### src/rtl/mac_seq_pkg.sv
// Shared types and layout constants for the MAC cluster job sequencer:
// state encoding, cfg word field offsets and operand lane packing.
package mac_seq_pkg;

  localparam int MAC_CONF_WIDTH = 4;
  localparam int MAC_MIN_WIDTH  = 8;
  localparam int MAC_ACC_WIDTH  = 32;
  localparam int CFG_WIDTH      = 4*MAC_ACC_WIDTH + MAC_CONF_WIDTH;
  localparam int CNT_WIDTH      = 16;
  localparam int LATENCY        = 2;
  localparam int OP_WIDTH       = 8*MAC_MIN_WIDTH;
  localparam int RES_WIDTH      = 4*MAC_ACC_WIDTH;
  localparam int DRN_WIDTH      = $clog2(LATENCY+1);

  localparam int CFG_MODE_LSB   = 0;

  typedef enum logic [2:0] {
    ST_IDLE,
    ST_CONFIG,
    ST_RUN,
    ST_DRAIN,
    ST_DONE
  } seq_state_t;

  // cfg word is {init3,init2,init1,init0,mode}
  function automatic int cfg_init_lsb(input int k);
    return MAC_CONF_WIDTH + k*MAC_ACC_WIDTH;
  endfunction

  // operand word is {B3,B2,B1,B0,A3,A2,A1,A0}
  function automatic int op_a_lsb(input int k);
    return k*MAC_MIN_WIDTH;
  endfunction

  function automatic int op_b_lsb(input int k);
    return (4+k)*MAC_MIN_WIDTH;
  endfunction

endpackage

### src/rtl/mac_cluster_sequencer_if.sv
// Job, operand, cluster and result signals of the sequencer; slave is the
// sequencer side, master is the job source / cluster / result sink side.
interface mac_cluster_sequencer_if;
  import mac_seq_pkg::*;

  logic                 job_valid;
  logic                 job_ready;
  logic [CFG_WIDTH-1:0] job_cfg;
  logic [CNT_WIDTH-1:0] job_len;
  logic                 op_valid;
  logic                 op_ready;
  logic [OP_WIDTH-1:0]  op_data;
  logic                 mac_cset;
  logic                 mac_en;
  logic [CFG_WIDTH-1:0] mac_cfg;
  logic [OP_WIDTH-1:0]  mac_ops;
  logic [RES_WIDTH-1:0] mac_out;
  logic                 res_valid;
  logic                 res_ready;
  logic [RES_WIDTH-1:0] res_data;
  logic                 busy;

  modport slave (
    input  job_valid, job_cfg, job_len, op_valid, op_data, mac_out, res_ready,
    output job_ready, op_ready, mac_cset, mac_en, mac_cfg, mac_ops,
           res_valid, res_data, busy
  );

  modport master (
    output job_valid, job_cfg, job_len, op_valid, op_data, mac_out, res_ready,
    input  job_ready, op_ready, mac_cset, mac_en, mac_cfg, mac_ops,
           res_valid, res_data, busy
  );

endinterface

### src/rtl/mac_seq_beat_counter.sv
// Loadable down-counter with zero flag; load wins over decrement, and a
// decrement at zero is ignored so the count never wraps.
module mac_seq_beat_counter #(
  parameter int W = 16
) (
  input  logic         clk,
  input  logic         rst_n,
  input  logic         i_load,
  input  logic [W-1:0] i_load_val,
  input  logic         i_dec,
  output logic [W-1:0] o_cnt,
  output logic         o_zero
);

  logic [W-1:0] r_cnt;

  always_ff @(posedge clk or negedge rst_n) begin
    if (!rst_n) begin
      r_cnt <= '0;
    end else if (i_load) begin
      r_cnt <= i_load_val;
    end else if (i_dec && (r_cnt != '0)) begin
      r_cnt <= r_cnt - W'(1);
    end
  end

  assign o_cnt  = r_cnt;
  assign o_zero = (r_cnt == '0);

endmodule

### src/rtl/mac_cluster_sequencer.sv
// Job sequencer for one mac_cluster: cset, stream len beats, LATENCY-cycle flush, hold result
// until res_ready; job latency 2+len+LATENCY cycles. Optional MAC_SEQ_PERF_EN adds stall/job counters.
module mac_cluster_sequencer
  import mac_seq_pkg::*;
(
  input  logic clk,
  input  logic rst_n,
  mac_cluster_sequencer_if.slave bus
`ifdef MAC_SEQ_PERF_EN
  ,
  output logic [31:0] perf_stall,
  output logic [15:0] perf_jobs
`endif
);

  seq_state_t           r_state;
  logic [CFG_WIDTH-1:0] r_cfg;
  logic [RES_WIDTH-1:0] r_res;
  logic                 r_res_vld;

  logic                 w_idle;
  logic                 w_run;
  logic                 w_drain;
  logic                 w_job_acc;
  logic                 w_beat_acc;
  logic [CNT_WIDTH-1:0] w_beat_cnt;
  logic                 w_beat_zero;
  logic                 w_beat_last;
  logic [DRN_WIDTH-1:0] w_drain_cnt;
  logic                 w_drain_zero;
  logic                 w_drain_last;

  assign w_idle      = rst_n & (r_state == ST_IDLE);
  assign w_run       = (r_state == ST_RUN);
  assign w_drain     = (r_state == ST_DRAIN);
  assign w_job_acc   = w_idle & bus.job_valid;
  assign w_beat_acc  = w_run & bus.op_valid;
  assign w_beat_last = (w_beat_cnt == CNT_WIDTH'(1));
  assign w_drain_last = (w_drain_cnt == DRN_WIDTH'(1));

  mac_seq_beat_counter #(.W(CNT_WIDTH)) u_beat_cnt (
    .clk        (clk),
    .rst_n      (rst_n),
    .i_load     (w_job_acc),
    .i_load_val (bus.job_len),
    .i_dec      (w_beat_acc),
    .o_cnt      (w_beat_cnt),
    .o_zero     (w_beat_zero)
  );

  // Held at LATENCY outside DRAIN so every drain starts from a full count.
  mac_seq_beat_counter #(.W(DRN_WIDTH)) u_drain_cnt (
    .clk        (clk),
    .rst_n      (rst_n),
    .i_load     (!w_drain),
    .i_load_val (DRN_WIDTH'(LATENCY)),
    .i_dec      (w_drain),
    .o_cnt      (w_drain_cnt),
    .o_zero     (w_drain_zero)
  );

  always_ff @(posedge clk or negedge rst_n) begin
    if (!rst_n) begin
      r_state   <= ST_IDLE;
      r_cfg     <= '0;
      r_res     <= '0;
      r_res_vld <= 1'b0;
    end else begin
      case (r_state)
        ST_IDLE: begin
          if (bus.job_valid) begin
            r_cfg   <= bus.job_cfg;
            r_state <= ST_CONFIG;
          end
        end
        ST_CONFIG: r_state <= w_beat_zero ? ST_DRAIN : ST_RUN;
        ST_RUN: begin
          if (bus.op_valid && w_beat_last) r_state <= ST_DRAIN;
        end
        ST_DRAIN: begin
          if (w_drain_last) begin
            r_res     <= bus.mac_out;
            r_res_vld <= 1'b1;
            r_state   <= ST_DONE;
          end
        end
        ST_DONE: begin
          if (bus.res_ready) begin
            r_res_vld <= 1'b0;
            r_state   <= ST_IDLE;
          end
        end
        default: r_state <= ST_IDLE;
      endcase
    end
  end

  assign bus.job_ready = w_idle;
  assign bus.op_ready  = w_run;
  assign bus.mac_cset  = (r_state == ST_CONFIG);
  // Idle RUN cycles freeze the cluster so no bubble enters the accumulators.
  assign bus.mac_en    = (w_run & bus.op_valid) | (w_drain & ~w_drain_zero);
  assign bus.mac_ops   = w_run ? bus.op_data : '0;
  assign bus.mac_cfg   = r_cfg;
  assign bus.res_valid = r_res_vld;
  assign bus.res_data  = r_res;
  assign bus.busy      = (r_state != ST_IDLE);

`ifdef MAC_SEQ_PERF_EN
  logic [31:0] r_perf_stall;
  logic [15:0] r_perf_jobs;
  logic        w_stall_evt;
  logic        w_job_evt;

  assign w_stall_evt = (w_run & ~bus.op_valid) | ((r_state == ST_DONE) & ~bus.res_ready);
  assign w_job_evt   = (r_state == ST_DONE) & bus.res_ready;

  always_ff @(posedge clk or negedge rst_n) begin
    if (!rst_n) begin
      r_perf_stall <= '0;
      r_perf_jobs  <= '0;
    end else begin
      if (w_stall_evt && (r_perf_stall != '1)) r_perf_stall <= r_perf_stall + 32'd1;
      if (w_job_evt && (r_perf_jobs != '1))    r_perf_jobs  <= r_perf_jobs + 16'd1;
    end
  end

  assign perf_stall = r_perf_stall;
  assign perf_jobs  = r_perf_jobs;
`endif

endmodule
### src/flat_wrapper.sv
// flat-port wrapper written by rule: the top's interface ports become plain ports
module mac_cluster_sequencer_flat import mac_seq_pkg::*;
  (clk, rst_n, bus_job_valid, bus_job_cfg, bus_job_len, bus_op_valid, bus_op_data, bus_mac_out, bus_res_ready, bus_job_ready, bus_op_ready, bus_mac_cset, bus_mac_en, bus_mac_cfg, bus_mac_ops, bus_res_valid, bus_res_data, bus_busy);
  mac_cluster_sequencer_if bus_i ();
  input  logic clk;
  input  logic rst_n;
  input wire logic [$bits(bus_i.job_valid)-1:0] bus_job_valid;
  input wire logic [$bits(bus_i.job_cfg)-1:0] bus_job_cfg;
  input wire logic [$bits(bus_i.job_len)-1:0] bus_job_len;
  input wire logic [$bits(bus_i.op_valid)-1:0] bus_op_valid;
  input wire logic [$bits(bus_i.op_data)-1:0] bus_op_data;
  input wire logic [$bits(bus_i.mac_out)-1:0] bus_mac_out;
  input wire logic [$bits(bus_i.res_ready)-1:0] bus_res_ready;
  output wire logic [$bits(bus_i.job_ready)-1:0] bus_job_ready;
  output wire logic [$bits(bus_i.op_ready)-1:0] bus_op_ready;
  output wire logic [$bits(bus_i.mac_cset)-1:0] bus_mac_cset;
  output wire logic [$bits(bus_i.mac_en)-1:0] bus_mac_en;
  output wire logic [$bits(bus_i.mac_cfg)-1:0] bus_mac_cfg;
  output wire logic [$bits(bus_i.mac_ops)-1:0] bus_mac_ops;
  output wire logic [$bits(bus_i.res_valid)-1:0] bus_res_valid;
  output wire logic [$bits(bus_i.res_data)-1:0] bus_res_data;
  output wire logic [$bits(bus_i.busy)-1:0] bus_busy;
  assign bus_i.job_valid = bus_job_valid;
  assign bus_i.job_cfg = bus_job_cfg;
  assign bus_i.job_len = bus_job_len;
  assign bus_i.op_valid = bus_op_valid;
  assign bus_i.op_data = bus_op_data;
  assign bus_i.mac_out = bus_mac_out;
  assign bus_i.res_ready = bus_res_ready;
  assign bus_job_ready = bus_i.job_ready;
  assign bus_op_ready = bus_i.op_ready;
  assign bus_mac_cset = bus_i.mac_cset;
  assign bus_mac_en = bus_i.mac_en;
  assign bus_mac_cfg = bus_i.mac_cfg;
  assign bus_mac_ops = bus_i.mac_ops;
  assign bus_res_valid = bus_i.res_valid;
  assign bus_res_data = bus_i.res_data;
  assign bus_busy = bus_i.busy;
  mac_cluster_sequencer u_core (.clk(clk), .rst_n(rst_n), .bus(bus_i));
endmodule
### config.mk
export PLATFORM = sky130hd
export DESIGN_NAME = mac_cluster_sequencer_flat
export DESIGN_NICKNAME = d
export VERILOG_FILES = /design/src/rtl/mac_seq_pkg.sv /design/src/rtl/mac_cluster_sequencer_if.sv /design/src/rtl/mac_seq_beat_counter.sv /design/src/rtl/mac_cluster_sequencer.sv /design/src/flat_wrapper.sv
export SDC_FILE = /design/constraint.sdc
export NUM_CORES = 1
export LEC_CHECK = 0
export ABC_CLOCK_PERIOD_IN_PS = 2850
export BUFFER_PORTS_ARGS = -buffer_cell sky130_fd_sc_hd__buf_2
export CAP_MARGIN = 20
export CELL_PAD_IN_SITES_DETAIL_PLACEMENT = 0
export CELL_PAD_IN_SITES_GLOBAL_PLACEMENT = 2
export CORE_AREA = 2 2 264 266
export CTS_BUF_LIST = sky130_fd_sc_hd__clkbuf_8
export DETAILED_ROUTE_END_ITERATION = 6
export DIE_AREA = 0 0 266 268
export GPL_ROUTABILITY_DRIVEN = 0
export PLACE_DENSITY_LB_ADDON = 0.1
export SLEW_MARGIN = 20
export SYNTH_ARGS = -nofsm -noshare
export SYNTH_HDL_FRONTEND = slang
export SYNTH_SLANG_ARGS = --single-unit
export TNS_END_PERCENT = 30
### constraint.sdc
create_clock -name clk -period 2.85 [get_ports clk]
set_input_delay 0.7125 -clock clk [delete_from_list [all_inputs] [get_ports clk]]
set_output_delay 0.7125 -clock clk [all_outputs]
set_load 0.01 [all_outputs]
==> flow_summary.toml <==
[yosys]
synth_async_sr_flop_share_pct = 100.0
synth-edff-count = 0
synth-main-ff-cell = "sky130_fd_sc_hd__dfrtp_1"
netlist_area_um2 = 11370
synthCells = 781
synth.largest_area_cell = "sky130_fd_sc_hd__dfrtp_1"
synthesis.nets = 1130
yosys.cell_count.top_type = "sky130_fd_sc_hd__dfrtp_1"
yosys_register_bits = 282
synth_commonest_cells = "282 x sky130_fd_sc_hd__dfrtp_1, 260 x sky130_fd_sc_hd__mux2_2, 66 x sky130_fd_sc_hd__and2_1"
netlist-cell-type-count = 37
synth_top_cell_area_share_pct = 62.04
synth_sequential_area_ratio_pct = 62.04
yosys_warnings = 0
avgSynthCellArea_um2 = 14.56
post_synth_main_area_contributors = "sky130_fd_sc_hd__dfrtp_1 62%, sky130_fd_sc_hd__mux2_2 26%, sky130_fd_sc_hd__and2_1 3.6%"

[critical_path]
cp_data_arrival_time_ns = 1.97
setup.worst_path.class = "reg -> out"
crit_required_ns = 2.14
r2r_end = "u_core.u_beat_cnt.o_cnt[1]$_DFFE_PN0P_"
cp-startpoint = "u_core.r_state[2]$_DFFE_PN0P_"
crit_path_end_kind = "primary output"
worstPathCellList = "nor3b_2, clkbuf_16, and2_1, buf_2"
timing.reg2reg.setup_slack_ns = 0.62
critPathLaunchType = "flip-flop"
crit-reg2reg-launch = "u_core.u_beat_cnt.o_cnt[12]$_DFFE_PN0P_"
worst-r2r-cell-count = 5
setup.worst_path.end = "bus_mac_ops[15]"
cpMaxStageDelayCell = "sky130_fd_sc_hd__dfrtp_1"
peak_per_stage_delay_on_the_critical_path_ns = 0.49
worst-path-max-fanout = 66

[drt]
viasPerCell = 3.740
initialDrtViolationCount = 258
vias = 9037
routed_wire_length_per_instance_um = 19.08
route.detailed.drc = 0
detail_route.wirelength_um = 46100
antenna_left = 0
drt_first_pass_iters = 6

[floorplan]
floorplan.initialDensity_pct = 16.67
floorplan.rows = 96
die_w_um = 266
fp.dieH_um = 268
top_level_ports = 675
design.die.area_um2 = 71290
coreArea_um2 = 68230

[cells_and_area]
nets = 1839
fraction_of_layout_instances_using_a_drive_strength_above_1_pct = 68.37
fillerInstances = 7397
fin_cells = 2416
layout-area-overhead-vs-synth_pct = 50.36

[cts]
tritoncts = "done"
clk_pin_slew_ns = 0.06
cts_htree_levels = 2
cts.sinks = 282
post-cts-setup-buffer-count = 0
cts_max_path_buffers = 3
ctsRootBufferMaster = "sky130_fd_sc_hd__clkbuf_8"
cts_inserted_buffers = 58
insertion_delay_ns = 0.65

[timing]
maxSlewHeadroom_pct = 61.98
period_minus_ws_final_ns = 2.686
fin_crit_sh_pct = 94.24
tns_ns = 0
hold_viol_final = 0
fin_worst_skew_ns = 0.04424
max_slew.worst_pin.slew_ns = 0.5651
max_freq_mhz = 372.3
slew_limit_fails = 0
setup-violations-final = 0
hold_ws_ns = 0.2893
grt_setup_unrepaired = "no"

[grt]
grt_util_all_layers_pct = 12.38
pin_count_of_the_biggest_net_entering_global_routing = 74
antenna_found_initial = 15
vias_in_the_first_global_route = 9710
global_route.overflow_total = 0
grt_pass1_wl_um = 64970

[min_path]
worstHoldPathType = "in -> reg"
hold_start = "bus_job_cfg[121]"

[job]
drv_cap = 0

[power]
vdd.ir_drop.worst_mv = 0.3407
power.density_cell_area_nw_per_um2 = 1112
total_leakage_power_nw = 8.439

[place]
placed_instance_count = 2311
detailedPlacementHpwl_um = 35670
input_output_buffers = 674

[run_status]
run_status = "finished clean"
## per-layer routing
metal,global-route usage [%],up-vias,share of wire (%)
met5,0,-,0.20
met4,4.388,14,2.5
met3,4.701,87,8.6
met2,24.03,373,56
met1,11.80,4416,33
li1,-,4147,-
## per-stage QoR
stage | total power [mW] | worst slack [ns] | util [%] | area, um^2
after detailed placement | 14.99 | 0.5144 | 23.33 | 15920
after floorplan | 11.11 | 0.7153 | - | 11370
after global routing | 20.39 | 0.005829 | 25.06 | 17100
final | 19.01 | 0.1642 | 25.07 | 17100
after global placement | 15.02 | 0.5198 | 23.33 | 15920
after CTS | 19.54 | 0.001073 | 25.03 | 17080
## worst min path at each step
| stage | endpoint | cells after the start |
|---|---|---|
| 2_1_floorplan | u_core.bus.mac_cfg[0]$_DFFE_PN0P_ | 0 |
| 3_3_place_gp | u_core.bus.res_data[50]$_DFFE_PN0P_ | 1 |
| 3_5_place_dp | u_core.bus.res_data[69]$_DFFE_PN0P_ | 1 |
| 4_1_cts | u_core.bus.mac_cfg[74]$_DFFE_PN0P_ | 2 |
| 5_1_grt | u_core.bus.mac_cfg[38]$_DFFE_PN0P_ | 2 |
| 6_report | u_core.bus.mac_cfg[121]$_DFFE_PN0P_ | 2 |
## cell type report
class / instances / area, um^2 / share of cell area [%]
inverters: 8 / 30.03 / 0.1756
clock buffers: 72 / 991.0 / 5.794
flip-flops and latches: 282 / 7059 / 41.28
repair buffers: 693 / 3633 / 21.25
well taps: 882 / 1104 / 6.453
clock inverters: 25 / 147.6 / 0.8633
multi-input cells: 447 / 4120 / 24.09
diodes: 7 / 17.52 / 0.1024
## registers in the layout (all words and copies together), names as in the netlist
register and count:
u_core.bus.mac_cfg 132, u_core.bus.res_data 128, u_core.u_beat_cnt.o_cnt 16, u_core.r_state 3, u_core.u_drain_cnt.o_cnt 2, u_core.bus.res_valid 1
## what timing repair did
item	in CTS	in global routing
setup endpoints to repair	65	64
gates resized for setup	4	2
hold buffers	1	0
endpoints found under the hold margin	20	0
## cell usage in the layout (no fill, tap or decap), types with 3 or more instances in the layout
cell,count
sky130_fd_sc_hd__a21oi_1,16
sky130_fd_sc_hd__and2_1,65
sky130_fd_sc_hd__and3_1,3
sky130_fd_sc_hd__buf_12,7
sky130_fd_sc_hd__buf_2,673
sky130_fd_sc_hd__buf_4,10
sky130_fd_sc_hd__clkbuf_8,72
sky130_fd_sc_hd__clkinv_2,5
sky130_fd_sc_hd__dfrtp_1,280
sky130_fd_sc_hd__diode_2,7
sky130_fd_sc_hd__ha_1,4
sky130_fd_sc_hd__inv_1,24
sky130_fd_sc_hd__mux2_2,260
sky130_fd_sc_hd__mux2i_1,3
sky130_fd_sc_hd__nand2_1,10
sky130_fd_sc_hd__nand3_1,4
sky130_fd_sc_hd__nor2_1,23
sky130_fd_sc_hd__nor3_1,11
sky130_fd_sc_hd__nor4_1,8
sky130_fd_sc_hd__xnor2_1,9
sky130_fd_sc_hd__xor2_1,3
## where the power goes
group	leakage (nW)	switching, mW	internal [mW]
clock	0.649	1.91	2.34
combinational	4.43	3.91	3.79
sequential	3.36	1.05	6.01
total	8.44	6.87	12.1
## critical path, delay by kind of cell, from the launching register on
family / cells / cell delay (ns)
buffers and inverters: 2 / 0.41
AND/OR/NAND/NOR: 2 / 0.44
flip-flops: 1 / 0.49
## kinds of logic after synthesis
group	count (synthesis)	synth area share [%]
adder cells (fa/ha/maj)	4	0.4400
buffers and inverters	52	1.914
XOR/XNOR	12	0.9241
AND/OR/NAND/NOR	143	7.337
AO/OA/AOI/OAI	24	1.210
multiplexers	264	26.14
flip-flops	282	62.04
No activity file was read; power rests on OpenSTA's default activity.
